==> src/rtl/vga_pkg.sv <==
// Shared raster timing definitions: FSM state encoding, per-mode timing
// tables and a helper that turns a mode into line/frame totals and sync
// window bounds.
package vga_pkg;

  // Generator state; IDLE holds counters at zero with every output inactive.
  typedef enum logic [1:0] {
    ST_IDLE = 2'd0,
    ST_RUN  = 2'd1,
    ST_STOP = 2'd2
  } vga_state_e;

  // Porch/sync widths of one video mode, in pixels (h) and lines (v).
  typedef struct packed {
    int h_active;
    int h_fp;
    int h_sync;
    int h_bp;
    int v_active;
    int v_fp;
    int v_sync;
    int v_bp;
  } vga_mode_t;

  // Derived values; sync is asserted for start <= count < end.
  typedef struct packed {
    int h_total;
    int hs_start;
    int hs_end;
    int v_total;
    int vs_start;
    int vs_end;
  } vga_bounds_t;

  // 640x480@60, 25.175 MHz pixel clock, both syncs active-low.
  localparam vga_mode_t MODE_640X480_60 = '{
    h_active: 640, h_fp: 16, h_sync: 96,  h_bp: 48,
    v_active: 480, v_fp: 10, v_sync: 2,   v_bp: 33
  };
  localparam bit MODE_640X480_60_HS_POL = 1'b0;
  localparam bit MODE_640X480_60_VS_POL = 1'b0;

  // 800x600@60, 40 MHz pixel clock, both syncs active-high.
  localparam vga_mode_t MODE_800X600_60 = '{
    h_active: 800, h_fp: 40, h_sync: 128, h_bp: 88,
    v_active: 600, v_fp: 1,  v_sync: 4,   v_bp: 23
  };
  localparam bit MODE_800X600_60_HS_POL = 1'b1;
  localparam bit MODE_800X600_60_VS_POL = 1'b1;

  // Deepest output alignment pipeline the generator is meant to be built with.
  localparam int PIPE_MAX = 4;

  // Line order is active, front porch, sync, back porch, so the sync window
  // starts right after the front porch.
  function automatic vga_bounds_t vga_calc_bounds(input vga_mode_t m);
    vga_bounds_t b;
    b.h_total  = m.h_active + m.h_fp + m.h_sync + m.h_bp;
    b.hs_start = m.h_active + m.h_fp;
    b.hs_end   = m.h_active + m.h_fp + m.h_sync;
    b.v_total  = m.v_active + m.v_fp + m.v_sync + m.v_bp;
    b.vs_start = m.v_active + m.v_fp;
    b.vs_end   = m.v_active + m.v_fp + m.v_sync;
    return b;
  endfunction

endpackage

==> src/rtl/vga_delay_line.sv <==
// Pixel-tick gated shift register used to align every timing output to a
// downstream pixel pipeline. DEPTH=0 is a straight wire.
module vga_delay_line #(
  parameter int         W       = 8,
  parameter int         DEPTH   = 1,
  parameter logic [W-1:0] RST_VAL = '0
) (
  input  logic         clk,
  input  logic         resetn,
  input  logic         en,
  input  logic [W-1:0] d,
  output logic [W-1:0] q
);

  if (DEPTH == 0) begin : g_bypass
    logic unused_ctrl;
    assign unused_ctrl = &{1'b0, clk, resetn, en};
    assign q = d;
  end else begin : g_pipe
    logic [W-1:0] stage_q [DEPTH];
    logic [W-1:0] stage_d [DEPTH];

    // Shift one place per pixel tick; hold every stage otherwise.
    always_comb begin
      for (int i = 0; i < DEPTH; i++) begin
        stage_d[i] = stage_q[i];
      end
      if (en) begin
        stage_d[0] = d;
        for (int i = 1; i < DEPTH; i++) begin
          stage_d[i] = stage_q[i-1];
        end
      end
    end

    // Stage registers; reset loads the per-bit idle pattern into every stage.
    always_ff @(posedge clk or negedge resetn) begin
      if (!resetn) begin
        for (int i = 0; i < DEPTH; i++) begin
          stage_q[i] <= RST_VAL;
        end
      end else begin
        for (int i = 0; i < DEPTH; i++) begin
          stage_q[i] <= stage_d[i];
        end
      end
    end

    assign q = stage_q[DEPTH-1];
  end

endmodule

==> src/rtl/vga_timing_gen.sv <==
// Parametrised raster timing generator. A pixel-tick qualified h/v counter
// pair, a start/stop FSM that only starts and stops on frame boundaries,
// one register stage of decoded timing, then PIPE alignment stages.
//
// There is no valid/ready handshake here: pix_en is a pure qualifier. Every
// flop in the block (FSM, counters, output stages) changes only on a clk
// edge where pix_en=1, so with pix_en low all outputs hold.
module vga_timing_gen
  import vga_pkg::*;
#(
  parameter int H_ACTIVE = 640,
  parameter int H_FP     = 16,
  parameter int H_SYNC   = 96,
  parameter int H_BP     = 48,
  parameter int V_ACTIVE = 480,
  parameter int V_FP     = 10,
  parameter int V_SYNC   = 2,
  parameter int V_BP     = 33,
  parameter bit HS_POL   = 1'b0,
  parameter bit VS_POL   = 1'b0,
  parameter int CW       = 10,
  parameter int PIPE     = 1
) (
  input  logic          clk,
  input  logic          resetn,
  input  logic          pix_en,
  input  logic          run,
  output logic          vga_hs,
  output logic          vga_vs,
  output logic          display,
  output logic [CW-1:0] x,
  output logic [CW-1:0] y,
  output logic          line_start,
  output logic          frame_start,
  output logic          busy,
  output vga_state_e    dbg_state
);

  localparam vga_mode_t MODE = '{
    h_active: H_ACTIVE, h_fp: H_FP, h_sync: H_SYNC, h_bp: H_BP,
    v_active: V_ACTIVE, v_fp: V_FP, v_sync: V_SYNC, v_bp: V_BP
  };
  localparam vga_bounds_t BND = vga_calc_bounds(MODE);

  // Counter compare points. Sync bounds are one bit wider because a window
  // that ends exactly at the total may equal 2^CW.
  localparam logic [CW-1:0] H_LAST   = CW'(BND.h_total - 1);
  localparam logic [CW-1:0] V_LAST   = CW'(BND.v_total - 1);
  localparam logic [CW-1:0] H_ACT    = CW'(H_ACTIVE);
  localparam logic [CW-1:0] V_ACT    = CW'(V_ACTIVE);
  localparam logic [CW:0]   HS_START = (CW+1)'(BND.hs_start);
  localparam logic [CW:0]   HS_END   = (CW+1)'(BND.hs_end);
  localparam logic [CW:0]   VS_START = (CW+1)'(BND.vs_start);
  localparam logic [CW:0]   VS_END   = (CW+1)'(BND.vs_end);

  // Output bus layout through the alignment pipeline.
  localparam int BW = 6 + 2 * CW;
  localparam logic [BW-1:0] BUS_RST = {~HS_POL, ~VS_POL, {(4 + 2 * CW){1'b0}}};

  vga_state_e    state_q, state_d;
  logic [CW-1:0] h_q, h_d;
  logic [CW-1:0] v_q, v_d;

  // Stage-0 outputs, decoded from the counter values before they advance.
  logic          hs_q, hs_d;
  logic          vs_q, vs_d;
  logic          display_q, display_d;
  logic [CW-1:0] x_q, x_d;
  logic [CW-1:0] y_q, y_d;
  logic          line_start_q, line_start_d;
  logic          frame_start_q, frame_start_d;
  logic          busy_q, busy_d;

  logic          h_last;
  logic          v_last;
  logic          frame_end;
  logic          counting;
  logic          in_hs;
  logic          in_vs;
  logic          in_active;

  // Position decode shared by the FSM, counters and stage-0 outputs.
  always_comb begin
    h_last    = (h_q == H_LAST);
    v_last    = (v_q == V_LAST);
    frame_end = h_last && v_last;
    // An IDLE tick with run high already produces pixel (0,0), so the first
    // frame_start appears one clk after that tick.
    counting  = (state_q != ST_IDLE) || run;
    in_hs     = ({1'b0, h_q} >= HS_START) && ({1'b0, h_q} < HS_END);
    in_vs     = ({1'b0, v_q} >= VS_START) && ({1'b0, v_q} < VS_END);
    in_active = (h_q < H_ACT) && (v_q < V_ACT);
  end

  // Next-state, counter and stage-0 decode; everything holds unless pix_en.
  always_comb begin
    state_d       = state_q;
    h_d           = h_q;
    v_d           = v_q;
    hs_d          = hs_q;
    vs_d          = vs_q;
    display_d     = display_q;
    x_d           = x_q;
    y_d           = y_q;
    line_start_d  = line_start_q;
    frame_start_d = frame_start_q;
    busy_d        = busy_q;

    if (pix_en) begin
      case (state_q)
        ST_IDLE: begin
          if (run) state_d = ST_RUN;
        end
        ST_RUN: begin
          // Dropping run on the very last tick needs no extra frame.
          if (!run) state_d = frame_end ? ST_IDLE : ST_STOP;
        end
        ST_STOP: begin
          // Returning run just keeps counting, so there is no discontinuity.
          if (run) state_d = ST_RUN;
          else if (frame_end) state_d = ST_IDLE;
        end
        default: state_d = ST_IDLE;
      endcase

      if (counting) begin
        h_d = h_last ? '0 : h_q + 1'b1;
        if (h_last) v_d = v_last ? '0 : v_q + 1'b1;
      end

      hs_d          = (counting && in_hs) ? HS_POL : ~HS_POL;
      vs_d          = (counting && in_vs) ? VS_POL : ~VS_POL;
      display_d     = counting && in_active;
      x_d           = (counting && in_active) ? h_q : '0;
      y_d           = (counting && in_active) ? v_q : '0;
      line_start_d  = counting && (h_q == '0);
      frame_start_d = counting && (h_q == '0) && (v_q == '0);
      busy_d        = counting;
    end
  end

  // FSM, counters and stage-0 registers; reset aborts any frame at once.
  always_ff @(posedge clk or negedge resetn) begin
    if (!resetn) begin
      state_q       <= ST_IDLE;
      h_q           <= '0;
      v_q           <= '0;
      hs_q          <= ~HS_POL;
      vs_q          <= ~VS_POL;
      display_q     <= 1'b0;
      x_q           <= '0;
      y_q           <= '0;
      line_start_q  <= 1'b0;
      frame_start_q <= 1'b0;
      busy_q        <= 1'b0;
    end else begin
      state_q       <= state_d;
      h_q           <= h_d;
      v_q           <= v_d;
      hs_q          <= hs_d;
      vs_q          <= vs_d;
      display_q     <= display_d;
      x_q           <= x_d;
      y_q           <= y_d;
      line_start_q  <= line_start_d;
      frame_start_q <= frame_start_d;
      busy_q        <= busy_d;
    end
  end

  logic [BW-1:0] bus_s0;
  logic [BW-1:0] bus_out;

  assign bus_s0 = {hs_q, vs_q, display_q, line_start_q, frame_start_q, busy_q, x_q, y_q};

  // Every output goes through the same delay so relative alignment is kept.
  vga_delay_line #(
    .W       (BW),
    .DEPTH   (PIPE),
    .RST_VAL (BUS_RST)
  ) u_align (
    .clk    (clk),
    .resetn (resetn),
    .en     (pix_en),
    .d      (bus_s0),
    .q      (bus_out)
  );

  assign {vga_hs, vga_vs, display, line_start, frame_start, busy, x, y} = bus_out;
  assign dbg_state = state_q;

endmodule

==> config.mk <==
export PLATFORM = sky130hd
export DESIGN_NAME = vga_timing_gen
export DESIGN_NICKNAME = d
export VERILOG_FILES = /design/src/rtl/vga_pkg.sv /design/src/rtl/vga_delay_line.sv /design/src/rtl/vga_timing_gen.sv
export SDC_FILE = /design/constraint.sdc
export NUM_CORES = 1
export LEC_CHECK = 0
export CAP_MARGIN = 20
export CORE_AREA = 2 2 98 100
export CTS_CLUSTER_SIZE = 16
export DETAILED_ROUTE_END_ITERATION = 6
export DIE_AREA = 0 0 100 102
export SYNTH_ARGS = -nofsm -noshare
export SYNTH_HDL_FRONTEND = slang
export SYNTH_SLANG_ARGS = --single-unit
export TNS_END_PERCENT = 1
==> constraint.sdc <==
create_clock -name clk -period 1.57 [get_ports clk]
set_input_delay 0.471 -clock clk [delete_from_list [all_inputs] [get_ports clk]]
set_output_delay 0.471 -clock clk [all_outputs]
set_load 0.01 [all_outputs]
# Yosys cells after proc, flatten, opt, wreduce, memory -nomap -nowiden
# Cells that the tools add are included.
# word_totals
regBits,74
input_bits,4
output_inout_bits,28
elab_cells,56
# classes
addsub,2
n_lt_le_gt_ge,6
eq_ne,7
muxes,12
reduce_logical,17
# ops
operator,count
$mux W10,4
$add A10 B1 Y10 const B,2
$eq A10 B10 Y1 const B,2
$logic_not A10 Y1,2
$lt A10 B10 Y1 const B,2
$lt A10 B9 Y1 const B,2
$ge A10 B10 Y1 const B,1
$ge A10 B9 Y1 const B,1
$mux W2,5
$logic_and A1 B1 Y1,9
$pmux W2 S3,1
$ne A2 B2 Y1 const B,2
$reduce_and A4 Y1,1
$ne A3 B3 Y1 const B,1
$reduce_and A3 Y1,1
$eq A2 B1 Y1 const B,1
$eq A2 B2 Y1 const B,1
$logic_not A2 Y1,1
$mux W1,2
$reduce_and A2 Y1,1
$reduce_bool A2 Y1,1
$logic_or A1 B1 Y1,1

# Logic depth before layout (Yosys ltp)
# logic_depth
ltp_word,5
mapped_depth,7
mapped_depth_nobuf,6

# Cells and area by module
# From an unflattened synthesis, not the netlist that was laid out.
# unflattened
hier_cells,250
area_unflattened_um2,3229.3
# by_module_without_submodules
mod,instances,cells_each,area_each_um2,seq_area_each_um2
vga_timing_gen,1,195,2157.1,1203.7
vga_delay_line,1,55,1072.3,653.1

# Worst setup path after synthesis
# No wires, ideal clock.
# synth_path
kind,reg-to-reg
from,register h_q[1]
to,register v_q[9]
setup_ns,0.079
arrival_ns,1.642
required_time_ns,1.491
setup_slack_ns,-0.150
path_stages_with_launch,7
n_path_buf,1
period_less_slack_ns,1.720
cell_sequence,dfrtp_1 > ha_1 > and3_1 > clkbuf_4 > nand3_4 > or4_1 > a21oi_1
# synth_via
elab_chain_len,2
# synth_lines
item,line,rtl
"start, declared",vga_timing_gen.sv:61,"logic [CW-1:0] h_q, h_d;"
"start signal, assigned",vga_timing_gen.sv:146,h_q <= '0;
"start signal, assigned",vga_timing_gen.sv:158,h_q <= h_d;
$eq A10 B10 Y1,vga_timing_gen.sv:84,h_last = (h_q == H_LAST);
$reduce_and A3 Y1 (no line),-,
"end signal, assigned",vga_timing_gen.sv:159,v_q <= v_d;
"end, declared",vga_timing_gen.sv:62,"logic [CW-1:0] v_q, v_d;"
# No other way between the ends.
# A chain may end at the register's enable or synchronous reset.

# Worst setup path in the final report
# layout_path
from,register h_q[8]
to,register v_q[9]
# The elaborated chain is that of the path after synthesis.

==> impl_metrics.env <==
export IMPL_yosys_area_top_type_share=0.550
export IMPL_via_count=2275
export IMPL_netSwitchingFraction=0.284
export IMPL_arrival_ps=1780
export IMPL_startpoint="h_q[8]$_DFFE_PN0P_"
export IMPL_max_cap_violations=0
export IMPL_fp_row_count=35
export IMPL_fp_dieH_microns=102
export IMPL_finalClockSkew_ps=4.76
export IMPL_grt_max_degree=39
export IMPL_placed_area_sq_um=3920
export IMPL_synth_warnings=0
export IMPL_r2r_cells=5
export IMPL_ys_seq_area_frac=0.583
export IMPL_ant_nets=0
export IMPL_synth_edff_count=0
export IMPL_via_per_inst=5.14
export IMPL_finalPower_mw=4.76
export IMPL_hold_viol=0
export IMPL_finish_instance_area_sq_um=4200
export IMPL_r2r_start="h_q[8]$_DFFE_PN0P_"
export IMPL_path_max_fanout=8
export IMPL_initial_core_util=0.350
export IMPL_ir_worst_vdd_v=0.000491
export IMPL_r2r_slack_ps=20
export IMPL_clk_pin_slew_ps=80
export IMPL_rsz0062_at_grt="true"
export IMPL_power_switching_mw=1.35
export IMPL_core_sq_um=9110
export IMPL_mostFrequentLayoutCells="67 x dfrtp_1, 42 x buf_4, 27 x dlygate4sd2_1"
export IMPL_status="completed"
export IMPL_power_frac_clock=0.316
export IMPL_cts_tree="yes"
export IMPL_synth_cells=254
export IMPL_ys_ff_latch=74
export IMPL_cts_htree_levels=3
export IMPL_clk_latency_ps=350
export IMPL_async_flop_share=1.00
export IMPL_ioPinCount=32
export IMPL_drc=0
export IMPL_relSlewSlack=0.727
export IMPL_end_kind="register"
export IMPL_finalCritPeriodShare=0.990
export IMPL_num_antenna_cells=0
export IMPL_crit_type="register to register"
export IMPL_worst_r2r_endpoint="v_q[9]$_DFFE_PN0P_"
export IMPL_fillers=852
export IMPL_cts_root_buffer="clkbuf_8"
export IMPL_fmax_mhz=643
export IMPL_clock_sinks=74
export IMPL_syn_area_per_cell_sq_um=12.5
export IMPL_finalSetupViolCount=0
export IMPL_worst_pin_slew_ps=410
export IMPL_grt_pass1_wl_microns=11500
export IMPL_syn_area_sq_um=3190
export IMPL_startpoint_type="register"
export IMPL_min_period_ps=1550
export IMPL_nNetsFinal=336
export IMPL_report_final_slew_viol_count=0
export IMPL_post_route_util=0.461
export IMPL_cts_hold_buf=0
export IMPL_cts_path_max_buffers=2
export IMPL_io_buffers=31
export IMPL_gp_congestion=0.804
export IMPL_syn_num_nets=263
export IMPL_antenna_found_initial=0
export IMPL_final_common_cell="dfrtp_1"
export IMPL_p_int_mw=3.41
export IMPL_first_pass_iters=4
export IMPL_min_path_type="input port to asynchronous set/reset pin"
export IMPL_endpoint="v_q[9]$_DFFE_PN0P_"
export IMPL_gr_total_overflow=0
export IMPL_wl_microns=6730
export IMPL_area_growth_pct=31.8
export IMPL_ys_flop_type="dfrtp_1"
export IMPL_yosys_top_cells_area="dfrtp_1 55%, mux2_2 9.2%, a22o_1 5.2%"
export IMPL_seq_area_sq_um=1860
export IMPL_die_w_microns=100
export IMPL_multi_input_area_sq_um=1290
export IMPL_p_leak_nw=2.01
export IMPL_die_area_sq_um=10200
export IMPL_cts_buffers=9
export IMPL_pwr_share_comb=0.208
export IMPL_seq_power_share=0.477
export IMPL_synth_cell_types=44
export IMPL_required_ps=1800
export IMPL_grt_pass1_vias=2250
export IMPL_drive_above_1_share=0.349
export IMPL_hpwl_microns=4750
export IMPL_wire_per_inst_microns=15.2
export IMPL_powerDensity_nw_per_um2=1130
export IMPL_track_usage=0.146
export IMPL_first_iter_violations=124
export IMPL_synth_top_area_cell="dfrtp_1"
## registers in the layout (all words and copies together) (netlist names)
signal,flops
busy_q,1
dbg_state,2
display_q,1
frame_start_q,1
h_q,10
hs_q,1
line_start_q,1
u_align.q,26
v_q,10
vs_q,1
x_q,10
y_q,10
## metal layers
metal  vias to the layer above  GRT usage  share of wire
met3                        10     0.0397          0.029
li1                       1089          -              -
met1                      1139      0.209           0.51
met2                        37      0.216           0.44
met4                         0     0.0485          0.017
met5                         -          0              0
## timing repair
action,in CTS,in global routing
endpoints found under the hold margin,0,0
endpoints found under the setup margin,92,37
setup buffers,4,4
cloned,0,0
resized for setup,40,12
pin swaps,0,0
## worst min-delay path by stage
stage / endpoint / cells after the start / startpoint / slack, ps
3_5_place_dp: v_q[2]$_DFFE_PN0P_ / 1 / resetn / 430
4_1_cts: frame_start_q$_DFFE_PN0P_ / 1 / resetn / 50
2_1_floorplan: busy_q$_DFFE_PN0P_ / 0 / resetn / 180
5_1_grt: frame_start_q$_DFFE_PN0P_ / 1 / resetn / 60
6_report: v_q[2]$_DFFE_PN0P_ / 1 / resetn / 40
3_3_place_gp: v_q[2]$_DFFE_PN0P_ / 1 / resetn / 430
## cell families (layout without fill, tap and decap cells)
group,Yosys count,count (layout),share of synthesized area
AND/OR/NAND/NOR,61,61,0.118
XOR/XNOR,11,11,0.0302
flip-flops,74,74,0.583
AO/OA/AOI/OAI,51,51,0.121
adder cells (fa/ha/maj),5,5,0.0196
multiplexers,26,26,0.0919
buffers and inverters,26,104,0.0365
## synthesized netlist by cell type (3+ instances only)
library cell / number
a21oi_1: 5
a22o_1: 19
buf_1: 3
buf_2: 3
clkbuf_1: 6
dfrtp_1: 70
dfstp_2: 4
ha_1: 5
inv_1: 10
mux2_2: 26
nand2_1: 9
nand3_1: 10
nand4_1: 6
nor2_1: 7
nor3_1: 7
nor4_1: 3
nor4b_1: 4
o2111ai_1: 3
o21ai_0: 9
o31ai_1: 4
or3_1: 3
xnor2_1: 6
xor2_1: 5
## power by group through the flow
| stage | registers (mW) | logic [mW] | clock network, mW |
|---|---|---|---|
| final | 2.27 | 0.987 | 1.50 |
| after global routing | 2.30 | 1.09 | 1.63 |
| after CTS | 2.27 | 0.987 | 1.55 |
| after detailed placement | 2.33 | 1.01 | 0 |
| after floorplan | 2.34 | 0.485 | 0 |
| after global placement | 2.32 | 0.996 | 0 |
## worst max-delay path: stages, from the launching register on
cell,delay (ps)
dfrtp_1,440
and4b_4,340
nand3_4,140
buf_4,180
o31ai_1,240
a21oi_1,100
## stage by stage
step           TNS [ps]  hold slack, ps  setup WS [ps]  cells
6_report              0            43.5           15.2    443
5_1_grt            -562            55.2          -64.3    443
4_1_cts           -10.4            52.2          -8.93    439
3_5_place_dp     -34300             431           -679    419
3_3_place_gp     -30600             432           -583    419
2_1_floorplan      -807             175          -47.8    254
## area by class of cell
cell class | count | share of cell area
Inverter | 10 | 0.00894
Sequential cell | 74 | 0.443
Timing Repair Buffer | 78 | 0.158
Clock buffer | 10 | 0.0328
Clock inverter | 6 | 0.0155
Multi-Input combinational cell | 154 | 0.308
Tap cell | 111 | 0.0331
Power figures use the tool's default switching activity.
